==> src/rtl/wbm_cmd_initiator_pkg.sv <==
// Shared WISHBONE widths, status codes and FSM states
// for the command initiator.
package wbm_cmd_initiator_pkg;

  localparam int WB_AW = 20;
  localparam int WB_DW = 32;
  localparam int WB_SW = 4;

  typedef enum logic [1:0] {
    ST_OK        = 2'b00,
    ST_ERR       = 2'b01,
    ST_RETRY_EXH = 2'b10,
    ST_TIMEOUT   = 2'b11
  } status_e;

  typedef enum logic [1:0] {
    S_IDLE    = 2'b00,
    S_BUS     = 2'b01,
    S_BACKOFF = 2'b10,
    S_RESP    = 2'b11
  } state_e;

  typedef struct packed {
    logic             we;
    logic [WB_AW-1:0] adr;
    logic [WB_DW-1:0] dat;
    logic [WB_SW-1:0] sel;
  } cmd_t;

endpackage

==> src/rtl/wbm_cmd_initiator_if.sv <==
// Command, response and WISHBONE master signal bundle.
// Signal suffixes are relative to the initiator.
interface wbm_cmd_initiator_if;
  import wbm_cmd_initiator_pkg::*;

  logic             cmd_valid_i;
  logic             cmd_ready_o;
  logic             cmd_we_i;
  logic [WB_AW-1:0] cmd_adr_i;
  logic [WB_DW-1:0] cmd_dat_i;
  logic [WB_SW-1:0] cmd_sel_i;

  logic             rsp_valid_o;
  logic             rsp_ready_i;
  logic [WB_DW-1:0] rsp_dat_o;
  logic [1:0]       rsp_status_o;

  logic             cyc_o;
  logic             stb_o;
  logic             we_o;
  logic [WB_AW-1:0] adr_o;
  logic [WB_DW-1:0] dat_o;
  logic [WB_SW-1:0] sel_o;
  logic [WB_DW-1:0] dat_i;
  logic             ack_i;
  logic             err_i;
  logic             rty_i;

  modport master (
    input  cmd_valid_i, cmd_we_i,
    input  cmd_adr_i, cmd_dat_i, cmd_sel_i,
    output cmd_ready_o,
    output rsp_valid_o, rsp_dat_o,
    output rsp_status_o,
    input  rsp_ready_i,
    output cyc_o, stb_o, we_o,
    output adr_o, dat_o, sel_o,
    input  dat_i, ack_i, err_i, rty_i
  );

  modport slave (
    output cmd_valid_i, cmd_we_i,
    output cmd_adr_i, cmd_dat_i, cmd_sel_i,
    input  cmd_ready_o,
    input  rsp_valid_o, rsp_dat_o,
    input  rsp_status_o,
    output rsp_ready_i,
    input  cyc_o, stb_o, we_o,
    input  adr_o, dat_o, sel_o,
    output dat_i, ack_i, err_i, rty_i
  );

endinterface

==> src/rtl/wbm_timeout_ctr.sv <==
// Per-attempt bus-cycle watchdog: counts enabled
// clocks, flags the clock on which LIMIT is reached.
module wbm_timeout_ctr #(
  parameter int unsigned LIMIT = 255
) (
  input  logic clk_i,
  input  logic rst_n_i,
  input  logic clr_i,
  input  logic en_i,
  output logic expired_o
);

  logic [15:0] cnt_q;
  logic        last;

  assign last      = (cnt_q == 16'(LIMIT - 1));
  assign expired_o = en_i && last;

  // Clear wins; otherwise count enabled clocks, saturating.
  always_ff @(posedge clk_i) begin
    if (!rst_n_i || clr_i) begin
      cnt_q <= '0;
    end else if (en_i && !last) begin
      cnt_q <= cnt_q + 16'd1;
    end
  end

endmodule

==> src/rtl/wbm_cmd_initiator.sv <==
// Turns channel commands into WISHBONE classic cycles
// with retry, backoff and per-attempt timeout.
module wbm_cmd_initiator
  import wbm_cmd_initiator_pkg::*;
#(
  parameter int unsigned TIMEOUT   = 255,
  parameter int unsigned MAX_RETRY = 3
) (
  input logic             clk_i,
  input logic             rst_n_i,
  wbm_cmd_initiator_if.master bus
);

  state_e           state_q;
  cmd_t             cmd_q;
  logic [3:0]       retry_q;
  logic             cmd_ready_q;
  logic             cyc_q;
  logic             stb_q;
  logic             we_q;
  logic [WB_AW-1:0] adr_q;
  logic [WB_DW-1:0] dat_q;
  logic [WB_SW-1:0] sel_q;
  logic             rsp_valid_q;
  logic [WB_DW-1:0] rsp_dat_q;
  status_e          rsp_status_q;

  logic accept;
  logic term;
  logic tmo_clr;
  logic tmo_en;
  logic tmo_exp;
  cmd_t cmd_in;

  assign cmd_in = '{we:  bus.cmd_we_i,
                    adr: bus.cmd_adr_i,
                    dat: bus.cmd_dat_i,
                    sel: bus.cmd_sel_i};

  assign accept = (state_q == S_IDLE)
               && cmd_ready_q
               && bus.cmd_valid_i;

  assign term = bus.err_i | bus.rty_i
              | bus.ack_i | tmo_exp;

  assign tmo_clr = accept
                || (state_q == S_BACKOFF);
  assign tmo_en  = (state_q == S_BUS);

  wbm_timeout_ctr #(
    .LIMIT (TIMEOUT)
  ) u_tmo (
    .clk_i     (clk_i),
    .rst_n_i   (rst_n_i),
    .clr_i     (tmo_clr),
    .en_i      (tmo_en),
    .expired_o (tmo_exp)
  );

  // Command FSM; every bus and channel output is a register.
  always_ff @(posedge clk_i) begin
    if (!rst_n_i) begin
      state_q      <= S_IDLE;
      cmd_q        <= '0;
      retry_q      <= '0;
      cmd_ready_q  <= 1'b0;
      cyc_q        <= 1'b0;
      stb_q        <= 1'b0;
      we_q         <= 1'b0;
      adr_q        <= '0;
      dat_q        <= '0;
      sel_q        <= '0;
      rsp_valid_q  <= 1'b0;
      rsp_dat_q    <= '0;
      rsp_status_q <= ST_OK;
    end else begin
      unique case (state_q)
        S_IDLE: begin
          cmd_ready_q <= 1'b1;
          if (accept) begin
            cmd_q       <= cmd_in;
            retry_q     <= '0;
            cmd_ready_q <= 1'b0;
            cyc_q       <= 1'b1;
            stb_q       <= 1'b1;
            we_q        <= cmd_in.we;
            adr_q       <= cmd_in.adr;
            dat_q       <= cmd_in.dat;
            sel_q       <= cmd_in.sel;
            state_q     <= S_BUS;
          end
        end
        S_BUS: begin
          if (term) begin
            cyc_q       <= 1'b0;
            stb_q       <= 1'b0;
            we_q        <= 1'b0;
            adr_q       <= '0;
            dat_q       <= '0;
            sel_q       <= '0;
            rsp_dat_q   <= '0;
            rsp_valid_q <= 1'b1;
            state_q     <= S_RESP;
            if (bus.err_i) begin
              rsp_status_q <= ST_ERR;
            end else if (bus.rty_i &&
                (retry_q < 4'(MAX_RETRY))) begin
              retry_q     <= retry_q + 4'd1;
              rsp_valid_q <= 1'b0;
              state_q     <= S_BACKOFF;
            end else if (bus.rty_i) begin
              rsp_status_q <= ST_RETRY_EXH;
            end else if (bus.ack_i) begin
              rsp_status_q <= ST_OK;
              rsp_dat_q    <= cmd_q.we ? '0
                                       : bus.dat_i;
            end else begin
              rsp_status_q <= ST_TIMEOUT;
            end
          end
        end
        S_BACKOFF: begin
          cyc_q   <= 1'b1;
          stb_q   <= 1'b1;
          we_q    <= cmd_q.we;
          adr_q   <= cmd_q.adr;
          dat_q   <= cmd_q.dat;
          sel_q   <= cmd_q.sel;
          state_q <= S_BUS;
        end
        S_RESP: begin
          if (bus.rsp_ready_i) begin
            rsp_valid_q  <= 1'b0;
            rsp_dat_q    <= '0;
            rsp_status_q <= ST_OK;
            cmd_ready_q  <= 1'b1;
            state_q      <= S_IDLE;
          end
        end
        default: state_q <= S_IDLE;
      endcase
    end
  end

  assign bus.cmd_ready_o  = cmd_ready_q;
  assign bus.cyc_o        = cyc_q;
  assign bus.stb_o        = stb_q;
  assign bus.we_o         = we_q;
  assign bus.adr_o        = adr_q;
  assign bus.dat_o        = dat_q;
  assign bus.sel_o        = sel_q;
  assign bus.rsp_valid_o  = rsp_valid_q;
  assign bus.rsp_dat_o    = rsp_dat_q;
  assign bus.rsp_status_o = rsp_status_q;

endmodule

==> src/flat_wrapper.sv <==
// flat-port wrapper written by rule: the top's interface ports become plain ports
module wbm_cmd_initiator_flat import wbm_cmd_initiator_pkg::*;
#(
  parameter int unsigned TIMEOUT   = 255,
  parameter int unsigned MAX_RETRY = 3
)
  (clk_i, rst_n_i, bus_cmd_valid_i, bus_cmd_we_i, bus_cmd_adr_i, bus_cmd_dat_i, bus_cmd_sel_i, bus_cmd_ready_o, bus_rsp_valid_o, bus_rsp_dat_o, bus_rsp_status_o, bus_rsp_ready_i, bus_cyc_o, bus_stb_o, bus_we_o, bus_adr_o, bus_dat_o, bus_sel_o, bus_dat_i, bus_ack_i, bus_err_i, bus_rty_i);
  wbm_cmd_initiator_if bus_i ();
  input logic clk_i;
  input logic rst_n_i;
  input wire logic [$bits(bus_i.cmd_valid_i)-1:0] bus_cmd_valid_i;
  input wire logic [$bits(bus_i.cmd_we_i)-1:0] bus_cmd_we_i;
  input wire logic [$bits(bus_i.cmd_adr_i)-1:0] bus_cmd_adr_i;
  input wire logic [$bits(bus_i.cmd_dat_i)-1:0] bus_cmd_dat_i;
  input wire logic [$bits(bus_i.cmd_sel_i)-1:0] bus_cmd_sel_i;
  output wire logic [$bits(bus_i.cmd_ready_o)-1:0] bus_cmd_ready_o;
  output wire logic [$bits(bus_i.rsp_valid_o)-1:0] bus_rsp_valid_o;
  output wire logic [$bits(bus_i.rsp_dat_o)-1:0] bus_rsp_dat_o;
  output wire logic [$bits(bus_i.rsp_status_o)-1:0] bus_rsp_status_o;
  input wire logic [$bits(bus_i.rsp_ready_i)-1:0] bus_rsp_ready_i;
  output wire logic [$bits(bus_i.cyc_o)-1:0] bus_cyc_o;
  output wire logic [$bits(bus_i.stb_o)-1:0] bus_stb_o;
  output wire logic [$bits(bus_i.we_o)-1:0] bus_we_o;
  output wire logic [$bits(bus_i.adr_o)-1:0] bus_adr_o;
  output wire logic [$bits(bus_i.dat_o)-1:0] bus_dat_o;
  output wire logic [$bits(bus_i.sel_o)-1:0] bus_sel_o;
  input wire logic [$bits(bus_i.dat_i)-1:0] bus_dat_i;
  input wire logic [$bits(bus_i.ack_i)-1:0] bus_ack_i;
  input wire logic [$bits(bus_i.err_i)-1:0] bus_err_i;
  input wire logic [$bits(bus_i.rty_i)-1:0] bus_rty_i;
  assign bus_i.cmd_valid_i = bus_cmd_valid_i;
  assign bus_i.cmd_we_i = bus_cmd_we_i;
  assign bus_i.cmd_adr_i = bus_cmd_adr_i;
  assign bus_i.cmd_dat_i = bus_cmd_dat_i;
  assign bus_i.cmd_sel_i = bus_cmd_sel_i;
  assign bus_cmd_ready_o = bus_i.cmd_ready_o;
  assign bus_rsp_valid_o = bus_i.rsp_valid_o;
  assign bus_rsp_dat_o = bus_i.rsp_dat_o;
  assign bus_rsp_status_o = bus_i.rsp_status_o;
  assign bus_i.rsp_ready_i = bus_rsp_ready_i;
  assign bus_cyc_o = bus_i.cyc_o;
  assign bus_stb_o = bus_i.stb_o;
  assign bus_we_o = bus_i.we_o;
  assign bus_adr_o = bus_i.adr_o;
  assign bus_dat_o = bus_i.dat_o;
  assign bus_sel_o = bus_i.sel_o;
  assign bus_i.dat_i = bus_dat_i;
  assign bus_i.ack_i = bus_ack_i;
  assign bus_i.err_i = bus_err_i;
  assign bus_i.rty_i = bus_rty_i;
  wbm_cmd_initiator #(.TIMEOUT(TIMEOUT), .MAX_RETRY(MAX_RETRY)) u_core (.clk_i(clk_i), .rst_n_i(rst_n_i), .bus(bus_i));
endmodule
==> config.mk <==
export PLATFORM = sky130hd
export DESIGN_NAME = wbm_cmd_initiator_flat
export DESIGN_NICKNAME = d
export VERILOG_FILES = /design/src/rtl/wbm_cmd_initiator_pkg.sv /design/src/rtl/wbm_cmd_initiator_if.sv /design/src/rtl/wbm_timeout_ctr.sv /design/src/rtl/wbm_cmd_initiator.sv /design/src/flat_wrapper.sv
export SDC_FILE = /design/constraint.sdc
export NUM_CORES = 1
export LEC_CHECK = 0
export BUFFER_PORTS_ARGS = -buffer_cell sky130_fd_sc_hd__buf_2
export CAP_MARGIN = 20
export CORE_ASPECT_RATIO = 0.6
export CORE_MARGIN = 4
export CORE_UTILIZATION = 48
export CTS_CLUSTER_DIAMETER = 60
export DETAILED_ROUTE_END_ITERATION = 8
export GPL_TIMING_DRIVEN = 0
export HOLD_SLACK_MARGIN = 0.05
export PLACE_DENSITY = 0.76
export SLEW_MARGIN = 20
export SYNTH_ARGS = -nofsm -noshare
export SYNTH_HDL_FRONTEND = slang
export SYNTH_HIERARCHICAL = 1
export SYNTH_SLANG_ARGS = --single-unit
==> constraint.sdc <==
create_clock -name clk_i -period 2.4 [get_ports clk_i]
set_input_delay 0.12 -clock clk_i [delete_from_list [all_inputs] [get_ports clk_i]]
set_output_delay 0.12 -clock clk_i [all_outputs]
set_load 0.02 [all_outputs]
# After elaboration in Yosys (flattened, before gate mapping)
# Index checks and enable logic that the tools add are counted.
dict set report word_totals {
  register_bits 173
  latch_bits 0
  mem_bits_rw 0
  mem_bits_ro 0
  input_bits 96
  out_inout_bits 95
  word_cells 100
  memories 0
}
dict set report classes {
  add_sub_neg 2
  n_mul 0
  div_mod_pow 0
  magnitude_cmp 1
  n_eq_ne 10
  shift 0
  mux 47
  n_bitwise 3
  n_reduce_logical 21
}
# operator n
set op_table {}
lappend op_table {{$mux W32} 9}
lappend op_table {{$pmux W32 S3} 1}
lappend op_table {{$pmux W32 S2} 1}
lappend op_table {{$pmux W20 S3} 1}
lappend op_table {{$mux W20} 2}
lappend op_table {{$mux W4} 6}
lappend op_table {{$mux W2} 9}
lappend op_table {{$add A16 B1 Y16 const B} 1}
lappend op_table {{$eq A16 B8 Y1 const B} 1}
lappend op_table {{$pmux W4 S3} 1}
lappend op_table {{$mux W1} 10}
lappend op_table {{$reduce_and A3 Y1} 3}
lappend op_table {{$pmux W2 S4} 1}
lappend op_table {{$pmux W4 S2} 1}
lappend op_table {{$ne A2 B1 Y1 const B} 3}
lappend op_table {{$pmux W1 S3} 2}
lappend op_table {{$reduce_bool A2 Y1} 3}
lappend op_table {{$logic_and A1 B1 Y1} 5}
lappend op_table {{$reduce_and A5 Y1} 1}
lappend op_table {{$add A4 B1 Y4 const B} 1}
lappend op_table {{$eq A2 B2 Y1 const B} 2}
lappend op_table {{$lt A4 B2 Y1 const B} 1}
lappend op_table {{$ne A2 B2 Y1 const B} 2}
lappend op_table {{$pmux W1 S2} 2}
lappend op_table {{10 further kinds} 15}

# Depth between registers and ports, before layout
dict set report depth {
  depth_word 7
  depth_mapped 12
  depth_no_buf 9
}

# Cells and area by module
# Netlist, hierarchy kept.
# mod n_inst cells_per_inst area_each_um2
set by_module_without_submodules {}
lappend by_module_without_submodules {wbm_cmd_initiator 1 781 6739.0}
lappend by_module_without_submodules {wbm_timeout_ctr 1 99 849.6}

# Worst setup path after synthesis
# No wires, ideal clock.
dict set report synth_path {
  path_type {flip-flop to flip-flop}
  start {register u_core.u_tmo.cnt_q[0]}
  end {register u_core.dat_q[10], in the netlist u_core/bus.dat_o[10]}
  setup_ns 0.116
  t_arrival_ns 2.237
  required_time_ns 2.284
  path_slack_ns 0.047
  stages_incl_launch_ff 12
  path_buffers 2
  path_cell_list {dfxtp_1 > inv_1 > ha_1 > nor4b_1 > and4_1 > buf_6 > and2_1 > nor3_2 > a211oi_4 > clkbuf_1 > nand3_1 > o211a_1}
}
dict set report synth_between {
  elab_chain_len 5
}
# item line_no
set synth_rtl {}
lappend synth_rtl {{start: declaration} wbm_timeout_ctr.sv:13} ;# logic [15:0] cnt_q;
lappend synth_rtl {{start signal: assignment} wbm_timeout_ctr.sv:24} ;# cnt_q <= cnt_q + 16'd1;
lappend synth_rtl {{$eq A16 B8 Y1} wbm_timeout_ctr.sv:16} ;# assign last = (cnt_q == 16'(LIMIT - 1));
lappend synth_rtl {{$logic_and A1 B1 Y1} wbm_timeout_ctr.sv:17} ;# assign expired_o = en_i && last;
lappend synth_rtl {{via u_core.tmo_exp} wbm_cmd_initiator.sv:32} ;# logic tmo_exp;
lappend synth_rtl {{$or A1 B1 Y1} wbm_cmd_initiator.sv:45} ;# | bus.ack_i | tmo_exp;
lappend synth_rtl {{$ne A2 B1 Y1 (no source line)} --}
lappend synth_rtl {{$reduce_and A3 Y1 (no source line)} --}
lappend synth_rtl {{end signal: assignment} wbm_cmd_initiator.sv:89} ;# dat_q <= cmd_in.dat;
lappend synth_rtl {{end signal: assignment} wbm_cmd_initiator.sv:128} ;# dat_q <= cmd_q.dat;
lappend synth_rtl {{end: declaration} wbm_cmd_initiator.sv:22} ;# logic [WB_DW-1:0] dat_q;
# The timed path passes the listed nets, and every way through them passes these cells.
# A chain may end at the register's enable or synchronous reset.

# Final worst setup path
dict set report layout_path {
  start {register u_core.state_q[0]}
  end {register u_core.dat_q[24], in the netlist u_core/bus.dat_o[24]}
}
dict set report layout_between {
  elab_chain_len 5
  word_cells_on_any_way 12
  classes_between {4 x eq/ne; 1 x mux; 1 x bitwise; 6 x reduce/logical}
}
# item line_no
set layout_rtl {}
lappend layout_rtl {{start: declaration} wbm_cmd_initiator.sv:14} ;# state_e state_q;
lappend layout_rtl {{start signal: assignment} wbm_cmd_initiator.sv:64} ;# state_q <= S_IDLE;
lappend layout_rtl {{start signal: assignment} wbm_cmd_initiator.sv:91} ;# state_q <= S_BUS;
lappend layout_rtl {{start signal: assignment} wbm_cmd_initiator.sv:104} ;# state_q <= S_RESP;
lappend layout_rtl {{$eq A2 B1 Y1 / $logic_not A2 Y1 (equally long branches)} {wbm_cmd_initiator.sv:49, wbm_cmd_initiator.sv:78, wbm_cmd_initiator.sv:40}}
lappend layout_rtl {{$logic_and A1 B1 Y1 (on tied branches)} {wbm_timeout_ctr.sv:17, wbm_cmd_initiator.sv:41}}
lappend layout_rtl {{$or A1 B1 Y1 / $logic_and A1 B1 Y1 (equally long branches)} {wbm_cmd_initiator.sv:45, wbm_cmd_initiator.sv:42}}
lappend layout_rtl {{$ne A2 B1 Y1 (no source line)} --}
lappend layout_rtl {{$reduce_and A3 Y1 (no source line)} --}
# Several ways; a longest one is shown, not always the timed one.

==> summary.md <==
| Metric | Value |
|---|---|
| Sequential cell area fraction in the yosys report | 0.456 |
| Largest net degree at the start of global routing | 17 |
| Max FO, Critical Path | 10 |
| Dominant cells by area after synthesis | dfxtp_1 (46%), nand3_1 (10%), a21boi_0 (8.5%) |
| Required time worst endpoint | 2.77 ns |
| Num CTS Buffers | 17 |
| Highest routed layer | met4 |
| Unrepaired setup endpoints after global routing | true |
| # nets final | 1294 |
| Post-synth EDFFs | 0 |
| DRT iter0 DRCs | between 700 and 800 |
| CP endpoint kind | register |
| Routability-driven placement congestion ratio | 0.873 |
| Synth Flop Type | dfxtp_1 |
| DR vias/cell | 5.42 |
| Min Tclk post-route | 2.34 ns |
| Clock Power Share | 0.236 |
| Post-route ant nets | 0 |
| Pwr/cell area | 1180 nW/µm² |
| CTS tree | yes |
| Max VDD drop | 559 µV |
| Max Transition Viols Final | 0 |
| GRT Util Overall | 0.252 |
| Synth area leader | dfxtp_1 |
| Gate power share | 0.453 |
| CTS clk-pin slew, worst paths | 0.07 ns |
| Clock Tree Buf Depth | 2 |
| Post-DP Area | roughly 8800 µm² |
| Internal Power | about 7.7 mW |
| Die height | 105 µm |
| GRT overflow | 0 |
| Post-layout instance area | 10700 µm² |
| Most numerous cell in the Yosys netlist | dfxtp_1 |
| Switch Pwr | between 4 and 5 mW |
| Netlist cell types | 53 |
| Die width | 170 µm |
| Synth Instances | 880 |
| Vias in the first global route | 7305 |
| Kind of critical path | register to register |
| Post-Layout Cell Count | 1407 |
| Max-slew headroom | 0.530 |
| Final period util | 0.975 |
| Placeable Area | between 15000 and 20000 µm² |
| Yosys Warn Count | 6 |
| Filler cells | 1188 |
| Clock Latency Late Sink | 0.42 ns |
| Worst Tran Pin Value | roughly 0.7 ns |
| Final wirelength | 23.7 mm |
| Die area | 18000 µm² |
| Area growth syn-to-layout | 41.2% |
| Wirelength per Cell | 16.8 µm |
| Synth Net Count | 983 |
| Most frequent cells after synthesis | dfxtp_1 (173), nand2_1 (163), nand3_1 (153) |
| Fmax | 427 MHz |
| H-tree depth | 4 |
| Share of cells above drive strength 1 | 0.240 |
| CP startpoint kind | register |
| Synthesized area | 7590 µm² |
| Syn Area/Cell | ~8.6 µm² |
| Sequential share of power | 0.311 |
| CP Data Arrival Time | roughly 2.7 ns |
| Min-Delay Path Class | input pin to register |
| I/O pins | 191 |
| DRC viols | 0 |
| CTS sink count | approximately 170 |
| Clock skew | 0.0117 ns |
| Vias | 7628 |
| Placed Instances | about 1300 |
| Leak | approximately 4.9 nW |
| DR pass1 iterations | 5 |
| FP Rows | 35 |
| Final setup fails | 0 |
| DR WL met3 | 2.21 mm |
| Port bufs | 190 |
| Hold Vio Cnt, Final | 0 |
| Synth top area share | 0.456 |
| Power Total | 12.7 mW |
| MaxCap Viol Count | 0 |
| Diodes inserted | 0 |
| Initial antenna violation count | 0 |
| FF+latch count, synth | 173 |
| DPL Wire Length | between 15 and 20 mm |
| Clock root buffer | clkbuf_16 |
| Setup TNS | 0 ns |
| Met1 WL | roughly 11 mm |
| Switching portion of total power | 0.391 |
| Synth async-reset ratio | 0 |
| Met2 routed wirelength | 10.6 mm |
| Outcome | completed |
| First-pass GRT wire length | 36.9 mm |
| Initial Util | 0.492 |
==> cell type report <==
cell class                      instances  area, µm²  share of cell area
Tap cell                              203        254              0.0237
Timing Repair Buffer                  293       2020               0.189
Sequential cell                       173       3470               0.324
Inverter                                6       22.5             0.00210
Clock inverter                         14        205              0.0191
Buffer                                 75        445              0.0416
Clock buffer                           18        429              0.0400
Multi-Input combinational cell        625       3870               0.361
==> critical path: stages, from the launching register on <==
cell	delay, ns
dfxtp_1	0.40
inv_1	0.08
ha_1	0.44
clkbuf_1	0.41
clkbuf_1	0.50
nand3_1	0.18
nand3_1	0.12
o211a_1	0.14
==> flip-flops by register name, indices dropped and copies added, names as in the netlist <==
signal	count
u_core/cmd_q	57
u_core/bus.dat_o	32
u_core/bus.rsp_dat_o	32
u_core/bus.adr_o	20
u_core/u_tmo/cnt_q	16
u_core/bus.sel_o	4
u_core/retry_q	4
u_core/bus.rsp_status_o	2
u_core/state_q	2
u_core/bus.cmd_ready_o	1
u_core/bus.rsp_valid_o	1
u_core/bus.stb_o	1
u_core/bus.we_o	1
==> logic make-up after synthesis <==
| group | count (synthesis) | synth area share |
|---|---|---|
| and+or+nand+nor | 424 | 0.273 |
| buffers and inverters | 82 | 0.0465 |
| AOI/OAI and AO/OA | 184 | 0.200 |
| DFF | 173 | 0.456 |
| xor gates and xnor gates | 4 | 0.00462 |
| adders and majority gates | 7 | 0.0115 |
| muxes | 6 | 0.00808 |
==> stage by stage <==
step	setup slack (ns)	util	hold WS [ns]
6_report	0.0606	0.695	0.125
5_1_grt	-0.0527	0.695	0.144
4_1_cts	-0.0210	0.677	0.0985
3_5_place_dp	-0.601	0.570	0.386
3_3_place_gp	-0.594	0.570	0.385
2_1_floorplan	0.0468	-	0.265
==> power groups by stage <==
stage / Clock, mW / Combinational (mW) / Sequential [mW]
2_1_floorplan: 0 / 2.59 / 4.58
3_3_place_gp: 0 / 4.67 / 3.97
3_5_place_dp: 0 / 4.73 / 3.98
4_1_cts: 3.03 / 5.06 / 3.93
5_1_grt: 3.16 / 6.17 / 4.03
6_report: 2.99 / 5.75 / 3.94
==> routing by layer <==
metal  vias to the layer above  GRT usage
met5                         -          0
met4                         0     0.0650
met3                        21     0.0630
met2                       343      0.393
met1                      3575      0.351
li1                       3689          -
==> final timing paths <==
check        slack (ns)                startpoint  cells after the start                        to
min reg2reg        0.45  u_core/bus.rsp_dat_o[28]                      2  u_core/bus.rsp_dat_o[28]
max reg2reg        0.06         u_core/state_q[0]                      7      u_core/bus.dat_o[24]
max                0.06         u_core/state_q[0]                      7      u_core/bus.dat_o[24]
min                0.13                 bus_err_i                      3    u_core/bus.rsp_valid_o
==> repair_timing <==
action / 4_1_cts / 5_1_grt
setup endpoints to repair: 105 / 105
hold buffers: 89 / 0
setup buffers: 6 / 4
hold endpoints to repair: 89 / 0
gates cloned: 0 / 4
resized for setup: 26 / 52
pin swaps: 3 / 5
==> cell usage in the layout (no fill, tap or decap), types with 4 or more instances in the layout <==
cell type / n
a21boi_0: 79
a21boi_1: 12
o21ai_0: 6
nand2_1: 163
clkbuf_16: 21
a21oi_1: 12
and3_1: 5
dfxtp_1: 171
bufinv_16: 4
ha_1: 6
clkbuf_2: 4
clkbuf_1: 46
xnor2_1: 4
clkinvlp_4: 4
buf_8: 8
nand3_2: 9
nand3_1: 144
o211a_1: 59
inv_6: 4
inv_1: 5
buf_4: 15
nor2_1: 10
dlygate4sd3_1: 89
nor3_1: 4
nand2b_1: 62
mux2i_1: 5
buf_2: 194
Note: power is estimated with default switching activity, not from simulation.
